File: config.mk
export PLATFORM = sky130hd
export DESIGN_NAME = pipe_ctrl
export DESIGN_NICKNAME = d
export VERILOG_FILES = /design/src/rtl/pipe_ctrl_pkg.sv /design/src/rtl/pipe_ctrl_stall_wdt.sv /design/src/rtl/pipe_ctrl.sv
export SDC_FILE = /design/constraint.sdc
export NUM_CORES = 1
export LEC_CHECK = 0
export BUFFER_PORTS_ARGS = -buffer_cell sky130_fd_sc_hd__buf_2
export CORE_UTILIZATION = 25
export DETAILED_ROUTE_END_ITERATION = 6
export SLEW_MARGIN = 20
export SYNTH_ARGS = -nofsm -noshare
export SYNTH_HDL_FRONTEND = slang
export SYNTH_HIERARCHICAL = 1
export SYNTH_SLANG_ARGS = --single-unit
File: constraint.sdc
create_clock -name clk -period 3 [get_ports clk]
set_clock_uncertainty 0.2 [all_clocks]
set_input_delay 0.45 -clock clk [delete_from_list [all_inputs] [get_ports clk]]
set_output_delay 0.45 -clock clk [all_outputs]
set_load 0.02 [all_outputs]
File: src/rtl/pipe_ctrl_pkg.sv
// Shared widths, hold-level encoding and state encoding for the pipeline control unit.
package pipe_ctrl_pkg;

   localparam int unsigned InstAddrW = 32;
   localparam int unsigned HoldFlagW = 3;
   localparam int unsigned FlushCntW = 3;
   localparam int unsigned StallCntW = 32;

   typedef logic [InstAddrW-1:0] inst_addr_t;

   // A stage stalls when the broadcast hold level is >= its own level.
   typedef enum logic [HoldFlagW-1:0] {
      HOLD_NONE = 3'd0,
      HOLD_PC   = 3'd1,
      HOLD_IF   = 3'd2,
      HOLD_ID   = 3'd3
   } hold_flag_e;

   typedef enum logic [1:0] {
      ST_IDLE  = 2'd0,
      ST_FLUSH = 2'd1,
      ST_HALT  = 2'd2
   } ctrl_state_e;

   // Redirect payload sent to the PC register.
   typedef struct packed {
      logic       valid;
      inst_addr_t addr;
   } redirect_t;

endpackage

File: src/rtl/pipe_ctrl_stall_wdt.sv
// Stall watchdog: consecutive-stall counter, sticky timeout flag and saturating stall-cycle count.
module stall_wdt
   import pipe_ctrl_pkg::*;
#(
   parameter int unsigned STALL_LIMIT = 1024
) (
   input  logic                 clk,
   input  logic                 rst,
   input  logic                 stall_i,
   input  logic                 halt_i,
   input  logic                 timeout_clr_i,
   output logic                 stall_timeout_o,
   output logic [StallCntW-1:0] stall_cycles_o
);

   localparam int unsigned WdtW = (STALL_LIMIT > 2) ? $clog2(STALL_LIMIT) : 1;
   localparam logic [WdtW-1:0] WdtMax = WdtW'(STALL_LIMIT - 1);

   logic [WdtW-1:0] wdt_cnt;
   logic            timeout_set;

   // Halt cycles are a deliberate park, so they neither advance nor trip the watchdog.
   always_comb begin
      timeout_set = stall_i && !halt_i && (wdt_cnt == WdtMax);
   end

   // Counters and sticky flag; a set in the same cycle as a clear wins.
   always_ff @(posedge clk or negedge rst) begin
      if (!rst) begin
         wdt_cnt         <= '0;
         stall_timeout_o <= 1'b0;
         stall_cycles_o  <= '0;
      end else begin
         if (!stall_i) begin
            wdt_cnt <= '0;
         end else if (!halt_i && (wdt_cnt != WdtMax)) begin
            wdt_cnt <= wdt_cnt + WdtW'(1);
         end

         if (timeout_set) begin
            stall_timeout_o <= 1'b1;
         end else if (timeout_clr_i) begin
            stall_timeout_o <= 1'b0;
         end

         if (stall_i && (stall_cycles_o != '1)) begin
            stall_cycles_o <= stall_cycles_o + StallCntW'(1);
         end
      end
   end

endmodule

File: src/rtl/pipe_ctrl.sv
// Pipeline control: arbitrates stall sources into one hold level, drives the jump redirect,
// and sequences the post-jump flush window and debug halt.
module pipe_ctrl
   import pipe_ctrl_pkg::*;
#(
   parameter int unsigned FLUSH_CYCLES = 1,
   parameter int unsigned STALL_LIMIT  = 1024
) (
   input  logic                 clk,
   input  logic                 rst,
   input  logic                 jump_flag_i,
   input  logic [InstAddrW-1:0] jump_addr_i,
   input  logic                 hold_flag_ex_i,
   input  logic                 hold_flag_rib_i,
   input  logic                 int_assert_i,
   input  logic                 halt_req_i,
   input  logic                 timeout_clr_i,
   output logic [HoldFlagW-1:0] hold_flag_o,
   output logic                 jump_flag_o,
   output logic [InstAddrW-1:0] jump_addr_o,
   output logic                 halted_o,
   output logic                 stall_timeout_o,
   output logic [StallCntW-1:0] stall_cycles_o
);

   localparam logic [FlushCntW-1:0] FlushLoad = FlushCntW'(FLUSH_CYCLES);

   ctrl_state_e          state, state_d;
   logic [FlushCntW-1:0] flush_cnt, flush_cnt_d;
   hold_flag_e           hold;
   redirect_t            redir;
   logic                 halt_act;
   logic                 halt_enter;

   // State register and flush counter.
   always_ff @(posedge clk or negedge rst) begin
      if (!rst) begin
         state     <= ST_IDLE;
         flush_cnt <= '0;
      end else begin
         state     <= state_d;
         flush_cnt <= flush_cnt_d;
      end
   end

   // Hold arbitration, redirect and next-state logic.
   always_comb begin
      hold        = HOLD_NONE;
      redir       = '0;
      state_d     = state;
      flush_cnt_d = flush_cnt;

      // An interrupt entry in flight is never cut short by a new halt request.
      halt_enter = halt_req_i && !int_assert_i;
      halt_act   = (state == ST_HALT) || halt_enter;

      if (halt_act) begin
         hold = HOLD_ID;
      end else if (int_assert_i) begin
         hold        = HOLD_ID;
         redir.valid = jump_flag_i;
         redir.addr  = jump_flag_i ? jump_addr_i : '0;
      end else if (jump_flag_i) begin
         hold        = HOLD_ID;
         redir.valid = 1'b1;
         redir.addr  = jump_addr_i;
      end else if (hold_flag_ex_i) begin
         hold = HOLD_ID;
      end else if (hold_flag_rib_i) begin
         hold = HOLD_PC;
      end else if (state == ST_FLUSH) begin
         hold = HOLD_ID;
      end

      if (halt_enter) begin
         state_d     = ST_HALT;
         flush_cnt_d = '0;
      end else begin
         unique case (state)
            ST_IDLE: begin
               if (redir.valid && (FLUSH_CYCLES != 0)) begin
                  state_d     = ST_FLUSH;
                  flush_cnt_d = FlushLoad;
               end
            end
            ST_FLUSH: begin
               if (redir.valid) begin
                  flush_cnt_d = FlushLoad;
               end else if (flush_cnt <= FlushCntW'(1)) begin
                  state_d     = ST_IDLE;
                  flush_cnt_d = '0;
               end else begin
                  flush_cnt_d = flush_cnt - FlushCntW'(1);
               end
            end
            ST_HALT: begin
               if (!halt_req_i) begin
                  state_d = ST_IDLE;
               end
            end
            default: begin
               state_d     = ST_IDLE;
               flush_cnt_d = '0;
            end
         endcase
      end
   end

   // Zero-latency hold and redirect outputs.
   always_comb begin
      hold_flag_o = hold;
      jump_flag_o = redir.valid;
      jump_addr_o = redir.addr;
   end

   // Halt status lags the state decision by one cycle.
   always_comb begin
      halted_o = (state == ST_HALT);
   end

   stall_wdt #(
      .STALL_LIMIT(STALL_LIMIT)
   ) u_stall_wdt (
      .clk            (clk),
      .rst            (rst),
      .stall_i        (hold != HOLD_NONE),
      .halt_i         (halt_act),
      .timeout_clr_i  (timeout_clr_i),
      .stall_timeout_o(stall_timeout_o),
      .stall_cycles_o (stall_cycles_o)
   );

endmodule

==> out/metrics.cfg <==
[global_routing]
grtUsageTotal_pct=11.3
grt_max_degree=49
antenna_found_initial=0
grt_pass1_vias=2174
grt_overflow=0
grt_pass1_wl_mm=10.3

[worst_setup_path]
path_delay_family=simple AND/OR/NAND/NOR gates
cp_max_fo=6
cp.arrival_ns=2.48
crit_chain=nor2b_1 -> nor2_1 -> nand3_1 -> nand4_1 -> nor4_1 -> a21boi_2 -> nand3_1 -> xnor2_1
criticalPathCategory=reg -> reg
cp.required_ns=2.98
cp_slowest_cell=dfrtp_1
slowest_delay_ns=0.44
critical_path.most_common_cell=nand3_1
startpoint_type=register
crit_path_end_kind=register
critPathBufInv=0
r2r_slack_ns=0.50

[detailed_routing]
viasPerCell=4.56
post_drt_wl_per_cell_um=12.7
drt-total-wl_mm=6.73
vias=2419
drtIter0Drc=56
firstDrtPassIters=4
ant_nets=0
drc_errors=0

[cells_and_area]
num-fill-cells=1108
multi_input_area_um2=1500
drive_gt1_share_pct=41.4
antenna_cells=0
seqCellArea_um2=1200
fin_util_pct=32.8
area_delta_synth_final_pct=27.5
layout.nets=434

[die]
start_util_pct=25.7
core_area_um2=10800
die-area_um2=11600
die_w_um=108
die_h_um=108
row_count=38
io_pins=110

[timing]
finalSetupViolations=0
rsz0062_at_grt=false
worst_pin_slew_ns=0.626
maxSlewViolCount=0
finalSetupTns_ns=0
finalHoldViolCount=0
fin_ws_ns=0.498
slew_headroom_pct=57.9
post-route-period-util_pct=83.4
max_clock_freq_mhz=400
min_period_ns=2.50

[clock_network]
cts_tree=built
numCtsBuffers=5
post_cts_buffers=0
holdBufCountCts=0
cts_resized=0
ctsLongestPathBuffers=2
cts.root.buffer_cell=clkbuf_8
clk_pin_slew_ns=0.09
htreeDepth=2
cts_sinks=48
insertion_delay_ns=0.30

[synth]
synth_area_per_cell_um2=10.1
yosysTopAreaCell=dfrtp_1
synth.yosys.seq_area_share_pct=43.0
syn_inst=277
ys_top_cells_by_area=dfrtp_1 (43%), xnor2_1 (8.2%), and2_4 (7.5%)
yosys_warnings=6
synth.distinct_cells=51
ys_ff_latch=48
ys.flop_type=dfrtp_1
syn_area_um2=2790
synth_edf_count=0
syn_nets=321
async_flop_share_pct=100
synth_top_area_share_pct=43.0

[power]
leakage_nw=1.74
ir_worst_vdd_v=0.000366
total_power_mw=1.83
cellPowerDensity_nw_per_um2=516

[run_status]
status=finished, final reports clean

[placed_design]
detailed_place_hpwl_mm=5.12
dp_slack_ns=0.497
place.gp.congestion=0.812
numPortBuffers=108

[worst_hold_path]
worstHoldPathType=in -> async

[run]
drv_cap=0

## cells by family (layout without fill, tap and decap cells)
family                     after synthesis  count (layout)  synth area share (%)
AOI/OAI and AO/OA                       22              22                  5.69
xor gates and xnor gates                34              34                  10.7
adders and majority gates                4               4                  1.79
buffers and inverters                   12             126                  3.36
DFF                                     48              48                  43.0
muxes                                    4               4                  1.57
other                                    1               1                 0.134
and+or+nand+nor                        152             152                  33.7
## synth_stat cells, types with 4 or more instances
| master | count |
|---|---|
| a21oi_1 | 5 |
| and2_1 | 8 |
| and2_4 | 24 |
| and3_1 | 4 |
| dfrtp_1 | 48 |
| ha_1 | 4 |
| inv_1 | 5 |
| nand2_1 | 23 |
| nand3_1 | 23 |
| nand4_1 | 14 |
| nor2_1 | 23 |
| nor3_1 | 4 |
| o21ai_0 | 5 |
| xnor2_1 | 26 |
| xor2_1 | 8 |
## report_power, final
part	leakage [nW]	total (mW)	switching, mW	internal [mW]
combinational	1.05	0.558	0.319	0.238
clock	0.0445	0.404	0.216	0.188
sequential	0.639	0.873	0.126	0.747
## stage by stage
stage | instances | hold slack, ns | instance area, um^2
after floorplan | 277 | -0.0456 | 2790
after detailed placement | 523 | 0.282 | 3460
after global placement | 523 | 0.285 | 3460
after global routing | 531 | 0.0858 | 3560
final | 531 | 0.0337 | 3560
after CTS | 531 | 0.0566 | 3560
## final timing paths
path / start / to / cells past startpoint
setup / recovery: state[1] / u_stall_wdt/stall_cycles_o[26] / 8
hold / removal: rst / u_stall_wdt/stall_cycles_o[8] / 2
setup reg to reg: state[1] / u_stall_wdt/stall_cycles_o[26] / 8
hold reg to reg: flush_cnt[2] / flush_cnt[2] / 1
max in group asynchronous: rst / u_stall_wdt/stall_cycles_o[23] / 2
min in group clk: timeout_clr_i / u_stall_wdt/stall_timeout_o / 2
## cells in the final DEF, fill, tap and decap left out, types with 2 or more instances in the layout
cell / n
buf_2: 108
dfrtp_1: 48
xnor2_1: 26
and2_4: 24
nand2_1: 23
nor2_1: 23
nand3_1: 23
nand4_1: 14
and2_1: 8
xor2_1: 8
clkbuf_8: 6
inv_1: 5
o21ai_0: 5
a21oi_1: 5
ha_1: 4
buf_4: 4
and3_1: 4
nor3_1: 4
and2_2: 3
nand3_2: 3
a31oi_1: 3
nor4_1: 2
nor2b_1: 2
nand2b_1: 2
nand4b_1: 2
o31ai_1: 2
nor3_2: 2
mux2_2: 2
and4_1: 2
## layer usage
layer | vias to the layer above | part of all wire [%] | global-route usage [%]
met5 | - | 0 | 0
met4 | 0 | 0.79 | 2.94
met3 | 6 | 7.8 | 2.60
met2 | 101 | 48 | 20.7
met1 | 1130 | 43 | 13.1
li1 | 1182 | - | -
## state kept, by name, summed over array words and instances, names as in the netlist
signal,count
flush_cnt,3
u_stall_wdt/stall_cycles_o,32
state,2
u_stall_wdt/wdt_cnt,10
u_stall_wdt/stall_timeout_o,1
## final cells by class
cell class,count,share of cell area (%)
well taps,140,4.92
repair buffers,112,16.0
inverters,6,0.633
multi-input cells,217,42.0
flip-flops and latches,48,33.8
clock inverters,1,0.211
clock buffers,7,2.43
(Power assumes the default switching activity.)
